<file path="config.mk">
export PLATFORM = sky130hd
export DESIGN_NAME = ras
export DESIGN_NICKNAME = d
export VERILOG_FILES = /design/src/rtl/ras.sv
export SDC_FILE = /design/constraint.sdc
export NUM_CORES = 1
export LEC_CHECK = 0
export CAP_MARGIN = 20
export CORE_UTILIZATION = 41
export CTS_CLUSTER_SIZE = 30
export DETAILED_ROUTE_END_ITERATION = 16
export SLEW_MARGIN = 30
export SYNTH_ARGS = -nofsm -noshare
export SYNTH_HDL_FRONTEND = slang
export SYNTH_SLANG_ARGS = --single-unit
export TNS_END_PERCENT = 30
</file>
<file path="constraint.sdc">
create_clock -name CLK -period 5.1 [get_ports CLK]
set_input_delay 1.53 -clock CLK [delete_from_list [all_inputs] [get_ports CLK]]
set_output_delay 1.53 -clock CLK [all_outputs]
set_load 0.02 [all_outputs]
</file>
<file path="src/rtl/ras.sv">
// Return-address stack: a circular buffer of return targets with a top pointer and
// occupancy count. The current ptr/count pair is output as a checkpoint that can be restored later.
module ras #(
  parameter int RAS_DEPTH        = 8,
  parameter int RAS_TARGET_WIDTH = 10,
  localparam int LOG_RAS_DEPTH   = $clog2(RAS_DEPTH)
) (
  input  logic                        CLK,
  input  logic                        RST,
  input  logic                        push_valid,
  input  logic [RAS_TARGET_WIDTH-1:0] push_target,
  input  logic                        pop_valid,
  input  logic                        restore_valid,
  input  logic [LOG_RAS_DEPTH-1:0]    restore_index,
  input  logic [LOG_RAS_DEPTH:0]      restore_count,
  output logic [RAS_TARGET_WIDTH-1:0] pop_target_out,
  output logic                        empty_out,
  output logic [LOG_RAS_DEPTH-1:0]    ras_index_out,
  output logic [LOG_RAS_DEPTH:0]      ras_count_out
);

  localparam int CNT_W = LOG_RAS_DEPTH + 1;
  localparam logic [CNT_W-1:0] FULL_CNT = CNT_W'(RAS_DEPTH);

  // There is no handshake: push/pop/restore are single-cycle strobes, always accepted.
  logic [RAS_TARGET_WIDTH-1:0] arr_q [RAS_DEPTH];
  logic [RAS_TARGET_WIDTH-1:0] arr_d [RAS_DEPTH];
  logic [LOG_RAS_DEPTH-1:0]    ptr_q, ptr_d;
  logic [CNT_W-1:0]            cnt_q, cnt_d;
  logic [LOG_RAS_DEPTH-1:0]    ptr_inc, ptr_dec;

  always_comb begin
    arr_d   = arr_q;
    ptr_d   = ptr_q;
    cnt_d   = cnt_q;
    ptr_inc = ptr_q + LOG_RAS_DEPTH'(1);
    ptr_dec = ptr_q - LOG_RAS_DEPTH'(1);
    if (restore_valid) begin
      ptr_d = restore_index;
      cnt_d = (restore_count > FULL_CNT) ? FULL_CNT : restore_count;
    end else if (push_valid && pop_valid) begin
      // A call and a return in the same cycle replace the top in place.
      arr_d[ptr_q] = push_target;
    end else if (push_valid) begin
      // When full, the pointer wraps onto the oldest entry and overwrites it.
      ptr_d        = ptr_inc;
      arr_d[ptr_inc] = push_target;
      if (cnt_q != FULL_CNT) cnt_d = cnt_q + CNT_W'(1);
    end else if (pop_valid && (cnt_q != '0)) begin
      ptr_d = ptr_dec;
      cnt_d = cnt_q - CNT_W'(1);
    end
  end

  always_ff @(posedge CLK or posedge RST) begin
    if (RST) begin
      ptr_q <= '0;
      cnt_q <= '0;
      for (int i = 0; i < RAS_DEPTH; i++) arr_q[i] <= '0;
    end else begin
      ptr_q <= ptr_d;
      cnt_q <= cnt_d;
      arr_q <= arr_d;
    end
  end

  assign pop_target_out = arr_q[ptr_q];
  assign empty_out      = (cnt_q == '0);
  assign ras_index_out  = ptr_q;
  assign ras_count_out  = cnt_q;

endmodule

</file>
Word level (Yosys, flattened, before mapping)
Index checks and enable logic that the tools add are counted.
{"block": "totals", "output_inout_bits": 18, "ff_bits": 87, "wordCells": 57, "input_bits": 22}
{"block": "classes", "order_cmp": 5, "reduce_logical": 11, "mux": 21, "n_eq_ne": 3, "addsub": 4, "bitwise": 3}
{"cell": "$bwmux W80", "n": 2}
{"cell": "$mux W80", "n": 2}
{"cell": "$demux W10 S3", "n": 2}
{"cell": "$mux W10", "n": 4}
{"cell": "$bmux W10 S3", "n": 1}
{"cell": "$mux W4", "n": 6}
{"cell": "$mux W3", "n": 4}
{"cell": "$ge A4 B4 Y1 const B", "n": 2}
{"cell": "$lt A4 B1 Y1 const B", "n": 2}
{"cell": "$not A3 Y4", "n": 2}
{"cell": "$add A4 B1 Y4 const B", "n": 1}
{"cell": "$gt A4 B4 Y1 const B", "n": 1}
{"cell": "$logic_and A1 B1 Y1", "n": 4}
{"cell": "$logic_not A4 Y1", "n": 1}
{"cell": "$ne A4 B4 Y1 const B", "n": 1}
{"cell": "$reduce_and A2 Y1", "n": 2}
{"cell": "$reduce_bool A4 Y1", "n": 1}
{"cell": "$sub A4 B1 Y4 const B", "n": 1}
{"cell": "$add A3 B1 Y3 const B", "n": 1}
{"cell": "$ne A3 B1 Y1 const B", "n": 1}
{"cell": "$reduce_and A3 Y1", "n": 1}
{"cell": "$reduce_bool A3 Y1", "n": 1}
{"cell": "$sub A3 B1 Y3 const B", "n": 1}
{"cell": "$ne A2 B2 Y1 const B", "n": 1}
{"cell": "2 further kinds", "n": 2}

Logic depth before layout (Yosys ltp)
{"block": "depth", "word_depth": 9, "depth_mapped": 9, "mapped_depth_nobuf": 6}

Worst setup path after synthesis
OpenSTA, ideal clock, no wires.
{"block": "synth_timing", "path_type": "register -> output", "startpoint": "register ptr_q[2], in the netlist ras_index_out[2]", "endpoint": "output pop_target_out[2]", "required_time_ns": 3.570, "path_buffers": 3, "stages_incl_launch_ff": 7, "path_slack_ns": 1.752, "arrival_time_ns": 1.818, "path_cell_list": "dfrtp_1 -> buf_2 -> buf_2 -> buf_2 -> nor2_1 -> a21oi_1 -> o21ai_0"}
{"block": "synth_between", "elab_chain_cells": 4}
{"element": "start, declared", "line": "28", "text": "logic [LOG_RAS_DEPTH-1:0] ptr_q, ptr_d;"}
{"element": "start signal, assigned", "line": "61", "text": "ptr_q <= ptr_d;"}
{"element": "$not A3 Y4 (not written as such)", "line": "67", "text": "assign pop_target_out = arr_q[ptr_q];"}
{"element": "$bmux W10 S3", "line": "67"}
{"element": "$mux W10 (not written as such) (2 in a row)", "line": "67"}
{"element": "end, declared", "line": "16", "text": "output logic [RAS_TARGET_WIDTH-1:0] pop_target_out,"}
Every way passes these cells. The select of a mux whose other input is x is not followed.

Worst setup path in the final report
{"block": "layout_timing", "startpoint": "register ptr_q[1], in the netlist ras_index_out[1]", "endpoint": "output pop_target_out[7]"}
The elaborated chain is that of the path after synthesis.

==> results.toml <==
[run_status]
outcome = "finished, final reports clean"

[cts]
cts_resized = 0
clockBufferDepth = 2
clk_latency_ns = 0.36
clockRootBuffer = "clkbuf_8"
cts_setup_buffers = 0
clk_pin_slew_ns = 0.09
numCtsBuffers = 9
cts_tree = "yes"
clock-sinks = 87
h-tree-depth = 3
holdBufCountCts = 0

[yosys]
syn_nets = 374
syn-cell-area_sq_mm = 0.00431
yosysSeqAreaShare = 0.505
synth-main-ff-cell = "dfrtp_1"
yosysWarnings = 0
synth-edff-count = 0
async_reset_ff_frac = 1.00
synth_cell_types = 40
syn_inst = 347
synth.ff_latch_count = 87
syn_area_per_cell_sq_um = 12.4

[global_route]
grt_max_degree = 36
grt_busiest_layer = "met2"
use_met3 = 0.0430
grt_pass1_wl_um = 16700
met2_usage = 0.317
grt_overflow_total = 0
grt_antenna_before_repair = 0
grt_pass1_vias = 3090
met1_usage = 0.274
grt_use_total = 0.202

[timing]
fin_tns_setup_ns = 0
hold_viol = 0
fmax_mhz = 222
finClkSkew_ns = 0.00619
slew_viol_final = 0
rsz0062_at_grt = "false"
min_period_ns = 4.50
tightest_slew_ns = 0.842
maxSlewHeadroom = 0.439
setup_viol_count_final = 0
final.period_utilization = 0.883

[layout]
layout_common_cells = "87 x dfrtp_1, 82 x mux2_2, 39 x clkdlybuf4s50_1"
fin_nets = 411
final_core_util = 0.492
areaGrowthSynthToFinish_pct = 17.1
drive_gt1_frac = 0.288
layout_commonest_cell = "dfrtp_1"
final_area_sq_mm = 0.00505
antenna_cells = 0

[floorplanning]
dieArea_sq_mm = 0.0109
die_y_um = 105
die_w_um = 105
std_cell_rows = 37
top_level_ports = 40
initial_core_util = 0.420
core-area_sq_mm = 0.0103

[detailed_routing]
routed_wl_um = 10200
viasPerCell = 5.66
vias = 2970
first_pass_iters = 4
routedWlPerCell_um = 19.3
ant_nets = 0
drt_iter0_drc = 175
drc = 0

[power]
total_leakage_power_nw = 2.11
vdd_drop_max_mv = 0.216
p_per_area_mw_per_mm2 = 490

[worst_setup_path]
critPathRequiredTime_ns = 3.57
criticalPathCategory = "reg2out"
crit_path_max_fanout = 16
arrival_ns = 2.97
start_kind = "register"
end_kind = "output port"
rrSetupSlack_ns = 1.74

[placement]
gp_congestion = 0.808
portBuffers = 39
dpl_cell_area_sq_mm = 0.00483
hpwlAfterDp_um = 6550

[flow_run]
maxCapViolCount = 0

[worst_hold_path]
min_path_type = "reg2reg"
flip-flops by register name, indices dropped and copies added (netlist names):
register / cells
ras_index_out: 3
arr_q: 80
ras_count_out: 4
worst max-delay path, stage by stage (launching register included):
cell and delay [ns]:
dfrtp_1 0.68, buf_4 0.33, nor2_1 0.49, a21oi_1 0.15, o221ai_1 0.28, clkdlybuf4s50_1 0.67
cell type report:
type / instances / area, sq um
clock buffers: 10 / 128
clock inverters: 6 / 92.6
fillers: 963 / 5230
inverters: 6 / 23.8
multi-input cells: 235 / 2030
flip-flops and latches: 87 / 2180
well taps: 136 / 170
repair buffers: 45 / 435
metrics by stage:
step	hold slack [ns]	setup slack (ns)	total power, mW	cells
6_report	0.506	0.597	2.48	525
5_1_grt	0.517	0.425	2.63	525
4_1_cts	0.510	0.554	2.50	525
3_5_place_dp	0.489	0.954	1.96	509
3_3_place_gp	0.482	0.936	1.93	509
2_1_floorplan	0.474	1.32	1.69	347
cells by family (layout without fill, tap and decap cells):
| kind of cell | count (synthesis) | count (layout) | synth area share |
|---|---|---|---|
| flip-flops | 87 | 87 | 0.505 |
| AO/OA/AOI/OAI | 55 | 55 | 0.0960 |
| buffers and inverters | 25 | 67 | 0.0255 |
| multiplexers | 96 | 96 | 0.264 |
| adder cells (fa/ha/maj) | 5 | 5 | 0.0162 |
| XOR/XNOR | 7 | 7 | 0.0142 |
| AND/OR/NAND/NOR | 72 | 72 | 0.0792 |
path summary, 6_finish.rpt:
| path | start | to | depth (start not counted) |
|---|---|---|---|
| worst max-delay path | ras_index_out[1]$_DFFE_PP0P_ | pop_target_out[7] | 5 |
| worst min-delay path | arr_q[29]$_DFFE_PP0P_ | arr_q[29]$_DFFE_PP0P_ | 1 |
| worst max register to register | ras_index_out[0]$_DFFE_PP0P_ | arr_q[74]$_DFFE_PP0P_ | 5 |
| worst min register to register | arr_q[29]$_DFFE_PP0P_ | arr_q[29]$_DFFE_PP0P_ | 1 |
| max in group asynchronous | RST | arr_q[76]$_DFFE_PP0P_ | 3 |
| min in group asynchronous | RST | arr_q[78]$_DFFE_PP0P_ | 2 |
power by group:
group          total [mW]  switching, mW  internal (mW)  leakage (nW)
combinational       0.808          0.351          0.458         0.966
clock               0.534          0.256          0.279         0.103
sequential           1.13          0.165          0.969          1.04
total                2.48          0.772           1.71          2.11
synth_stat cells (4+ instances only):
master / n / area share
mux2_2: 82 / 0.21
dfrtp_1: 87 / 0.50
mux4_2: 6 / 0.031
nor2_1: 11 / 0.0096
a22oi_1: 7 / 0.012
a221oi_1: 8 / 0.016
o21ai_0: 12 / 0.014
xor2_1: 4 / 0.0081
clkbuf_1: 6 / 0.0052
buf_2: 10 / 0.012
inv_1: 6 / 0.0052
a221o_1: 4 / 0.0093
nand2b_1: 6 / 0.0087
a21oi_1: 7 / 0.0081
ha_1: 4 / 0.012
nand3_1: 11 / 0.013
nand2_1: 29 / 0.025
mux2i_1: 8 / 0.019
per-layer routing:
layer,part of all wire,vias to the layer above
li1,-,1353
met1,0.46,1499
met2,0.47,101
met3,0.050,17
met4,0.020,0
met5,0,-
Power figures use the tool's default switching activity.
